File: src/rtl/wb_arbiter_pkg.sv
// rtl/wb_arbiter_pkg.sv - shared types and defaults for the writeback arbiter
// Contents: word_t / reg_sel scalar types, wb_req_t {rd, data} FIFO payload,
// default NUM_SRC / FIFO_DEPTH values, reg_onehot() decode helper.
package wb_arbiter_pkg;

    localparam int XLEN     = 32;
    localparam int REG_W    = 5;
    localparam int NUM_REGS = 2 ** REG_W;

    typedef logic [XLEN-1:0]  word_t;
    typedef logic [REG_W-1:0] reg_sel;

    typedef struct packed {
        reg_sel rd;
        word_t  data;
    } wb_req_t;

    localparam int WB_NUM_SRC_DEF    = 3;
    localparam int WB_FIFO_DEPTH_DEF = 4;

    function automatic logic [NUM_REGS-1:0] reg_onehot(input reg_sel r);
        logic [NUM_REGS-1:0] m;
        m    = '0;
        m[r] = 1'b1;
        return m;
    endfunction

endpackage

File: src/rtl/wb_arbiter_if.sv
// rtl/wb_arbiter_if.sv - producer handshake and register-file write port bundle
// master: arbiter side (drives src_ready, wen/wsel/wdat, pending, fifo flags)
// slave : environment side (drives src_valid/src_rd/src_data, wb_stall)
interface wb_arbiter_if #(
    parameter int NUM_SRC = wb_arbiter_pkg::WB_NUM_SRC_DEF
);
    import wb_arbiter_pkg::*;

    logic [NUM_SRC-1:0]  src_valid;
    reg_sel [NUM_SRC-1:0] src_rd;
    word_t  [NUM_SRC-1:0] src_data;
    logic [NUM_SRC-1:0]  src_ready;
    logic                wb_stall;
    logic                wen;
    reg_sel              wsel;
    word_t               wdat;
    logic [NUM_REGS-1:0] pending;
    logic                fifo_full;
    logic                fifo_empty;

    modport master (
        input  src_valid, src_rd, src_data, wb_stall,
        output src_ready, wen, wsel, wdat, pending, fifo_full, fifo_empty
    );

    modport slave (
        output src_valid, src_rd, src_data, wb_stall,
        input  src_ready, wen, wsel, wdat, pending, fifo_full, fifo_empty
    );

endinterface

File: src/rtl/wb_fifo.sv
// rtl/wb_fifo.sv - synchronous FIFO of wb_req_t with per-entry valid export
// Ports: clk, rst (async active-high); push/push_data, pop; head (registered
// storage at read pointer), count, full, empty; entry_valid/entries expose
// the whole storage so the parent can build a pending-destination mask.
// Caller guarantees no pop when empty and no push when full without pop.
module wb_fifo
    import wb_arbiter_pkg::*;
#(
    parameter  int DEPTH = WB_FIFO_DEPTH_DEF,
    localparam int PTR_W = $clog2(DEPTH),
    localparam int CNT_W = PTR_W + 1
) (
    input  logic                  clk,
    input  logic                  rst,
    input  logic                  push,
    input  wb_req_t               push_data,
    input  logic                  pop,
    output wb_req_t               head,
    output logic [CNT_W-1:0]      count,
    output logic                  full,
    output logic                  empty,
    output logic [DEPTH-1:0]      entry_valid,
    output wb_req_t [DEPTH-1:0]   entries
);

    wb_req_t [DEPTH-1:0] mem_q, mem_d;
    logic [DEPTH-1:0]    valid_q, valid_d;
    logic [PTR_W-1:0]    wr_ptr_q, wr_ptr_d;
    logic [PTR_W-1:0]    rd_ptr_q, rd_ptr_d;
    logic [CNT_W-1:0]    count_q, count_d;

    always_comb begin
        mem_d    = mem_q;
        valid_d  = valid_q;
        wr_ptr_d = wr_ptr_q;
        rd_ptr_d = rd_ptr_q;
        count_d  = count_q;
        // Pop before push: when full, both target the same slot and the
        // newly written entry must remain valid.
        if (pop) begin
            valid_d[rd_ptr_q] = 1'b0;
            rd_ptr_d          = rd_ptr_q + PTR_W'(1);
        end
        if (push) begin
            mem_d[wr_ptr_q]   = push_data;
            valid_d[wr_ptr_q] = 1'b1;
            wr_ptr_d          = wr_ptr_q + PTR_W'(1);
        end
        case ({push, pop})
            2'b10:   count_d = count_q + CNT_W'(1);
            2'b01:   count_d = count_q - CNT_W'(1);
            default: count_d = count_q;
        endcase
    end

    always_ff @(posedge clk or posedge rst) begin
        if (rst) begin
            mem_q    <= '0;
            valid_q  <= '0;
            wr_ptr_q <= '0;
            rd_ptr_q <= '0;
            count_q  <= '0;
        end else begin
            mem_q    <= mem_d;
            valid_q  <= valid_d;
            wr_ptr_q <= wr_ptr_d;
            rd_ptr_q <= rd_ptr_d;
            count_q  <= count_d;
        end
    end

    assign head        = mem_q[rd_ptr_q];
    assign count       = count_q;
    assign full        = (count_q == CNT_W'(DEPTH));
    assign empty       = (count_q == '0);
    assign entry_valid = valid_q;
    assign entries     = mem_q;

endmodule

File: src/rtl/wb_arbiter.sv
// rtl/wb_arbiter.sv - round-robin writeback arbiter feeding the register file port
// Ports: clk, rst (async active-high); bus (wb_arbiter_if.master):
//   src_valid/src_rd/src_data in, src_ready one-hot grant out, wb_stall in,
//   wen/wsel/wdat write port out, pending mask, fifo_full/fifo_empty.
// Optional: WB_BYPASS_EN - when the FIFO is empty and not stalled, a granted
// non-x0 write goes straight to the write port in the same cycle.
module wb_arbiter
    import wb_arbiter_pkg::*;
#(
    parameter int NUM_SRC    = WB_NUM_SRC_DEF,
    parameter int FIFO_DEPTH = WB_FIFO_DEPTH_DEF
) (
    input  logic           clk,
    input  logic           rst,
    wb_arbiter_if.master   bus
);

    localparam int IDX_W  = (NUM_SRC > 1) ? $clog2(NUM_SRC) : 1;
    localparam int IDX_W1 = IDX_W + 1;
    localparam int CNT_W  = $clog2(FIFO_DEPTH) + 1;
    localparam logic [IDX_W:0] NUM_SRC_W = IDX_W1'(NUM_SRC);

    logic [IDX_W-1:0] rr_ptr_q, rr_ptr_d;
    logic [IDX_W-1:0] grant_idx;
    logic [IDX_W:0]   cand;
    logic             found;
    logic             pop, space, transfer, push, bypass;
    wb_req_t          grant_req;

    wb_req_t                   head;
    logic [CNT_W-1:0]          count;
    logic                      full, empty;
    logic [FIFO_DEPTH-1:0]     entry_valid;
    wb_req_t [FIFO_DEPTH-1:0]  entries;
    logic [NUM_REGS-1:0]       pend;

    wb_fifo #(.DEPTH(FIFO_DEPTH)) u_fifo (
        .clk         (clk),
        .rst         (rst),
        .push        (push),
        .push_data   (grant_req),
        .pop         (pop),
        .head        (head),
        .count       (count),
        .full        (full),
        .empty       (empty),
        .entry_valid (entry_valid),
        .entries     (entries)
    );

    // First valid source at or after rr_ptr, wrapping modulo NUM_SRC.
    always_comb begin
        found     = 1'b0;
        grant_idx = '0;
        cand      = '0;
        for (int k = 0; k < NUM_SRC; k++) begin
            cand = {1'b0, rr_ptr_q} + IDX_W1'(k);
            if (cand >= NUM_SRC_W) begin
                cand = cand - NUM_SRC_W;
            end
            if (!found && bus.src_valid[cand[IDX_W-1:0]]) begin
                found     = 1'b1;
                grant_idx = cand[IDX_W-1:0];
            end
        end
    end

    always_comb begin
        pop      = !empty && !bus.wb_stall;
        // A pop this cycle frees a slot, so a full FIFO can still accept.
        space    = (count < CNT_W'(FIFO_DEPTH)) || pop;
        transfer = !rst && space && found;

        grant_req.rd   = bus.src_rd[grant_idx];
        grant_req.data = bus.src_data[grant_idx];

`ifdef WB_BYPASS_EN
        bypass = transfer && (grant_req.rd != '0) && empty && !bus.wb_stall;
`else
        bypass = 1'b0;
`endif
        // x0 writes are acknowledged but never stored or issued.
        push = transfer && (grant_req.rd != '0) && !bypass;

        bus.src_ready = '0;
        if (transfer) begin
            bus.src_ready[grant_idx] = 1'b1;
        end

        rr_ptr_d = rr_ptr_q;
        if (transfer) begin
            if (grant_idx == IDX_W'(NUM_SRC - 1)) begin
                rr_ptr_d = '0;
            end else begin
                rr_ptr_d = grant_idx + IDX_W'(1);
            end
        end
    end

    // Write port: FIFO head has priority; bypass only possible when empty.
    always_comb begin
        bus.wen  = 1'b0;
        bus.wsel = '0;
        bus.wdat = '0;
        if (pop) begin
            bus.wen  = 1'b1;
            bus.wsel = head.rd;
            bus.wdat = head.data;
        end else if (bypass) begin
            bus.wen  = 1'b1;
            bus.wsel = grant_req.rd;
            bus.wdat = grant_req.data;
        end
    end

    always_comb begin
        pend = '0;
        for (int i = 0; i < FIFO_DEPTH; i++) begin
            if (entry_valid[i]) begin
                pend = pend | reg_onehot(entries[i].rd);
            end
        end
        pend[0]     = 1'b0;
        bus.pending = pend;
    end

    assign bus.fifo_full  = full;
    assign bus.fifo_empty = empty;

    always_ff @(posedge clk or posedge rst) begin
        if (rst) begin
            rr_ptr_q <= '0;
        end else begin
            rr_ptr_q <= rr_ptr_d;
        end
    end

endmodule

File: src/flat_wrapper.sv
// flat-port wrapper written by rule: the top's interface ports become plain ports
module wb_arbiter_flat import wb_arbiter_pkg::*;
#(
    parameter int NUM_SRC    = WB_NUM_SRC_DEF,
    parameter int FIFO_DEPTH = WB_FIFO_DEPTH_DEF
)
  (clk, rst, bus_src_valid, bus_src_rd, bus_src_data, bus_wb_stall, bus_src_ready, bus_wen, bus_wsel, bus_wdat, bus_pending, bus_fifo_full, bus_fifo_empty);
  wb_arbiter_if #(.NUM_SRC(NUM_SRC)) bus_i ();
  input  logic clk;
  input  logic rst;
  input wire logic [$bits(bus_i.src_valid)-1:0] bus_src_valid;
  input wire logic [$bits(bus_i.src_rd)-1:0] bus_src_rd;
  input wire logic [$bits(bus_i.src_data)-1:0] bus_src_data;
  input wire logic [$bits(bus_i.wb_stall)-1:0] bus_wb_stall;
  output wire logic [$bits(bus_i.src_ready)-1:0] bus_src_ready;
  output wire logic [$bits(bus_i.wen)-1:0] bus_wen;
  output wire logic [$bits(bus_i.wsel)-1:0] bus_wsel;
  output wire logic [$bits(bus_i.wdat)-1:0] bus_wdat;
  output wire logic [$bits(bus_i.pending)-1:0] bus_pending;
  output wire logic [$bits(bus_i.fifo_full)-1:0] bus_fifo_full;
  output wire logic [$bits(bus_i.fifo_empty)-1:0] bus_fifo_empty;
  assign bus_i.src_valid = bus_src_valid;
  assign bus_i.src_rd = bus_src_rd;
  assign bus_i.src_data = bus_src_data;
  assign bus_i.wb_stall = bus_wb_stall;
  assign bus_src_ready = bus_i.src_ready;
  assign bus_wen = bus_i.wen;
  assign bus_wsel = bus_i.wsel;
  assign bus_wdat = bus_i.wdat;
  assign bus_pending = bus_i.pending;
  assign bus_fifo_full = bus_i.fifo_full;
  assign bus_fifo_empty = bus_i.fifo_empty;
  wb_arbiter #(.NUM_SRC(NUM_SRC), .FIFO_DEPTH(FIFO_DEPTH)) u_core (.clk(clk), .rst(rst), .bus(bus_i));
endmodule
File: config.mk
export PLATFORM = sky130hd
export DESIGN_NAME = wb_arbiter_flat
export DESIGN_NICKNAME = d
export VERILOG_FILES = /design/src/rtl/wb_arbiter_pkg.sv /design/src/rtl/wb_arbiter_if.sv /design/src/rtl/wb_fifo.sv /design/src/rtl/wb_arbiter.sv /design/src/flat_wrapper.sv
export SDC_FILE = /design/constraint.sdc
export NUM_CORES = 1
export LEC_CHECK = 0
export BUFFER_PORTS_ARGS = -buffer_cell sky130_fd_sc_hd__buf_2
export CAP_MARGIN = 10
export CORE_MARGIN = 2
export CORE_UTILIZATION = 40
export CTS_BUF_LIST = sky130_fd_sc_hd__clkbuf_8
export DETAILED_ROUTE_END_ITERATION = 8
export PLACE_DENSITY = 0.61
export SLEW_MARGIN = 25
export SYNTH_ARGS = -nofsm -noshare
export SYNTH_HDL_FRONTEND = slang
export SYNTH_SLANG_ARGS = --single-unit
File: constraint.sdc
create_clock -name clk -period 7 [get_ports clk]
set_input_delay 1.05 -clock clk [delete_from_list [all_inputs] [get_ports clk]]
set_output_delay 1.05 -clock clk [all_outputs]
set_load 0.01 [all_outputs]
==> flow_summary.json <==
{
  "worst-setup-path-type": "reg2reg",
  "groute.layer.met1.usage_pct": 27.6,
  "final_max_slew_viol_count": 0,
  "largest_incremental_delay_on_the_critical_path_ns": 0.53,
  "drt_first_iter_violations": 619,
  "clock_tree.buffer_depth": 2,
  "tritoncts_clock_tree": "yes",
  "cts.clk_slew.worst_paths_ns": 0.09,
  "most_frequent_cells_after_synthesis": "dfrtp_1, mux2_2, nand2_1",
  "post-layout-total-power_mw": 5.66,
  "wire_length_of_the_first_global_routing_pass_mm": 38.8,
  "hold_path_class": "reg2reg",
  "ys_warn_count": 0,
  "reg2reg_slack_ns": 2.39,
  "yosys_register_bits": 161,
  "final.setup_skew_ns": 0.0150,
  "path_common_cell": "inv_1",
  "grt_util_all_layers_pct": 20.1,
  "max_slew.worst_pin.slew_ns": 0.865,
  "finalCritPeriodShare_pct": 65.8,
  "die-width_um": 158,
  "final.hold.worst_slack_ns": 0.489,
  "worstPathMaxFanout": 67,
  "reg2regPathDepth": 17,
  "synthesis.area_um2": 9480,
  "met3_use_gr_pct": 4.02,
  "run_status": "completed",
  "count_of_cells_along_the_worst_hold_path": 1,
  "max-vdd-ir-drop_v": 0.000278,
  "synthDominantCellAreaShare_pct": 42.5,
  "dr.pass1.iters": 5,
  "syn-instance-count": 827,
  "layer_with_the_highest_usage": "met2",
  "drt.antenna.violating_nets": 0,
  "final-setup-viol-count": 0,
  "total_leakage_power_nw": 5.09,
  "rsz_0062_raised_after_global_routing": "false",
  "cpLargestDelayFamily": "compound AO/OA/AOI/OAI gates",
  "synth_top_flop_cell": "dfrtp_1",
  "cts_max_level": 4,
  "synth.net_count": 958,
  "postLayoutCellArea_um2": 11200,
  "crit_path_start_kind": "flip-flop",
  "post_cts.resized_instances": 0,
  "worst_setup_ep_type": "flip-flop",
  "die_height_um": 158,
  "post_synth_main_area_contributors": "dfrtp_1, mux2_2, mux4_2",
  "io-pin-count": 192,
  "slew-limit-headroom_pct": 42.3,
  "die_area_um2": 24900,
  "timing.critical_path.cells": "inv_1, ha_1, mux2i_1, o21a_1, o21bai_2, a22oi_2, buf_4, mux2i_1, a2bb2oi_2, a21boi_1, inv_1, ha_1, inv_1, fa_1, xor2_1, nor2_1, xor2_1",
  "synthArstFlopShare_pct": 100,
  "multi_input_area_um2": 5200,
  "via_count": 7409,
  "synth.largest_area_cell": "dfrtp_1",
  "first_global_vias": 7226,
  "gr-usage-met2_pct": 31.7,
  "synth.yosys.seq_area_share_pct": 42.5,
  "cts_setup_buffers": 0,
  "timing.hold.worst.start": "u_core.u_fifo.entries[131]",
  "clock-sinks": 161,
  "std_cell_rows": 56,
  "hold_end": "u_core.u_fifo.entries[131]",
  "post-synth-top-count-cell": "dfrtp_1",
  "syn-mean-instance-area_um2": 11.5,
  "design.final.nets": 1125,
  "cts_root_buf": "clkbuf_8",
  "placement_stage_cell_area_um2": 10800,
  "finalCriticalPeriod_ns": 4.61,
  "drt_drc_violations_left": 0,
  "via_per_inst": 5.59,
  "gp_congestion": 0.881,
  "r2r-end": "u_core.u_fifo.count[2]",
  "area.sequential_um2": 4030,
  "netlist-cell-type-count": 56,
  "fillCellCount": 2201,
  "route.final.wire_length_mm": 24.5,
  "drv.max_cap_violation_count": 0,
  "worst_r2r_startpoint": "u_core.rr_ptr_q[1]",
  "finalSetupTns_ns": 0,
  "hold_viol": 0,
  "power.density_cell_area_nw_per_um2": 505,
  "clock_insertion_delay_worst_skew_ns": 0.46,
  "antenna-diode-count": 0,
  "worstPathArrival_ns": 4.99,
  "initial_core_util_pct": 40.5,
  "io_buffer_count": 190,
  "holdBufCountCts": 0,
  "final_layout_size_suffix_gt1_share_pct": 38.9,
  "worstPathRequired_ns": 7.38,
  "wl_per_cell_um": 18.5,
  "pin_count_of_the_biggest_net_entering_global_routing": 96,
  "number_of_antenna_violations_at_the_first_check_in_global_routing": 0,
  "worst_path_max_delay_cell": "a2bb2oi_2",
  "numCtsBuffers": 17,
  "synth_edf_count": 0,
  "dp.final_hpwl_mm": 16.8,
  "global_route.overflow_total": 0,
  "achievable-frequency_ghz": 0.217,
  "areaGrowthSynthToFinish_pct": 18.0,
  "core-area_um2": 23400,
  "sum_of_buffers_and_inverters_on_the_critical_path": 4
}
[metrics by stage]
stage          std cells  utilization (%)  setup slack [ns]
4_1_cts             1326             47.8              2.35
2_1_floorplan        827                -              1.60
5_1_grt             1326             47.8              1.98
3_5_place_dp        1294             46.0              2.12
3_3_place_gp        1293             45.9              2.20
6_report            1326             47.8              2.39
[cell usage in the layout (no fill, tap or decap), types with 20 or more instances in the layout]
master	synthesis	final
buf_2	10	190
dfrtp_1	161	159
mux2_2	97	97
nand2_1	70	70
o21ai_0	62	62
and2_1	43	43
mux2i_1	37	37
mux4_2	37	37
mux2_1	32	32
inv_1	21	20
[worst register-to-register path: stages (launching register included)]
cell	delay, ns
dfrtp_1	0.41
inv_1	0.10
ha_1	0.34
mux2i_1	0.31
o21a_1	0.30
o21bai_2	0.15
a22oi_2	0.20
buf_4	0.50
mux2i_1	0.33
a2bb2oi_2	0.53
a21boi_1	0.25
inv_1	0.11
ha_1	0.18
inv_1	0.06
fa_1	0.37
xor2_1	0.15
nor2_1	0.11
xor2_1	0.15
[worst max-delay path by stage]
stage / startpoint / end / slack [ns] / depth (start not counted)
4_1_cts: u_core.rr_ptr_q[1] / u_core.u_fifo.count[2] / 2.35 / 17
2_1_floorplan: rst / u_core.rr_ptr_q[0] / 1.60 / 1
5_1_grt: u_core.rr_ptr_q[1] / u_core.u_fifo.count[2] / 1.98 / 17
6_report: u_core.rr_ptr_q[1] / u_core.u_fifo.count[2] / 2.39 / 17
3_5_place_dp: bus_src_valid[2] / u_core.u_fifo.count[2] / 2.12 / 16
3_3_place_gp: bus_src_valid[2] / u_core.u_fifo.count[2] / 2.20 / 16
[state kept, by name, indices dropped and copies added, names as in the netlist]
| signal | cells |
|---|---|
| u_core.rr_ptr_q | 2 |
| u_core.u_fifo.count | 3 |
| u_core.u_fifo.entries | 148 |
| u_core.u_fifo.entry_valid | 4 |
| u_core.u_fifo.rd_ptr_q | 2 |
| u_core.u_fifo.wr_ptr_q | 2 |
[report_power, final]
| group | internal (mW) | switching [mW] | total (mW) | leakage [nW] |
|---|---|---|---|---|
| clock network | 0.350 | 0.374 | 0.724 | 0.214 |
| logic | 1.44 | 1.68 | 3.12 | 2.92 |
| registers | 1.40 | 0.409 | 1.81 | 1.96 |
[cell families (layout without fill, tap and decap cells)]
logic type / count (synthesis) / after routing / synth area share [%]
buf+inv: 74 / 254 / 3.30
other cells: 1 / 1 / 0.0396
simple gates: 207 / 207 / 11.8
compound gates: 162 / 162 / 11.9
fa+ha+maj: 14 / 14 / 1.93
flops: 161 / 161 / 42.5
mux: 203 / 203 / 28.0
xor+xnor: 5 / 5 / 0.462
[routing by layer]
layer	wire length (um)	share of wire (%)	vias up
li1	-	-	3430
met1	11000	45	3626
met2	11400	47	299
met3	1540	6.3	54
met4	522	2.1	0
met5	0	0	-
[layout make-up]
cell class / count / area share (%)
well taps: 319 / 3.57
flip-flops and latches: 161 / 36.0
inverters: 21 / 0.749
multi-input cells: 592 / 46.4
clock buffers: 19 / 2.34
repair buffers: 201 / 9.42
clock inverters: 13 / 1.45
(Power assumes the default switching activity.)
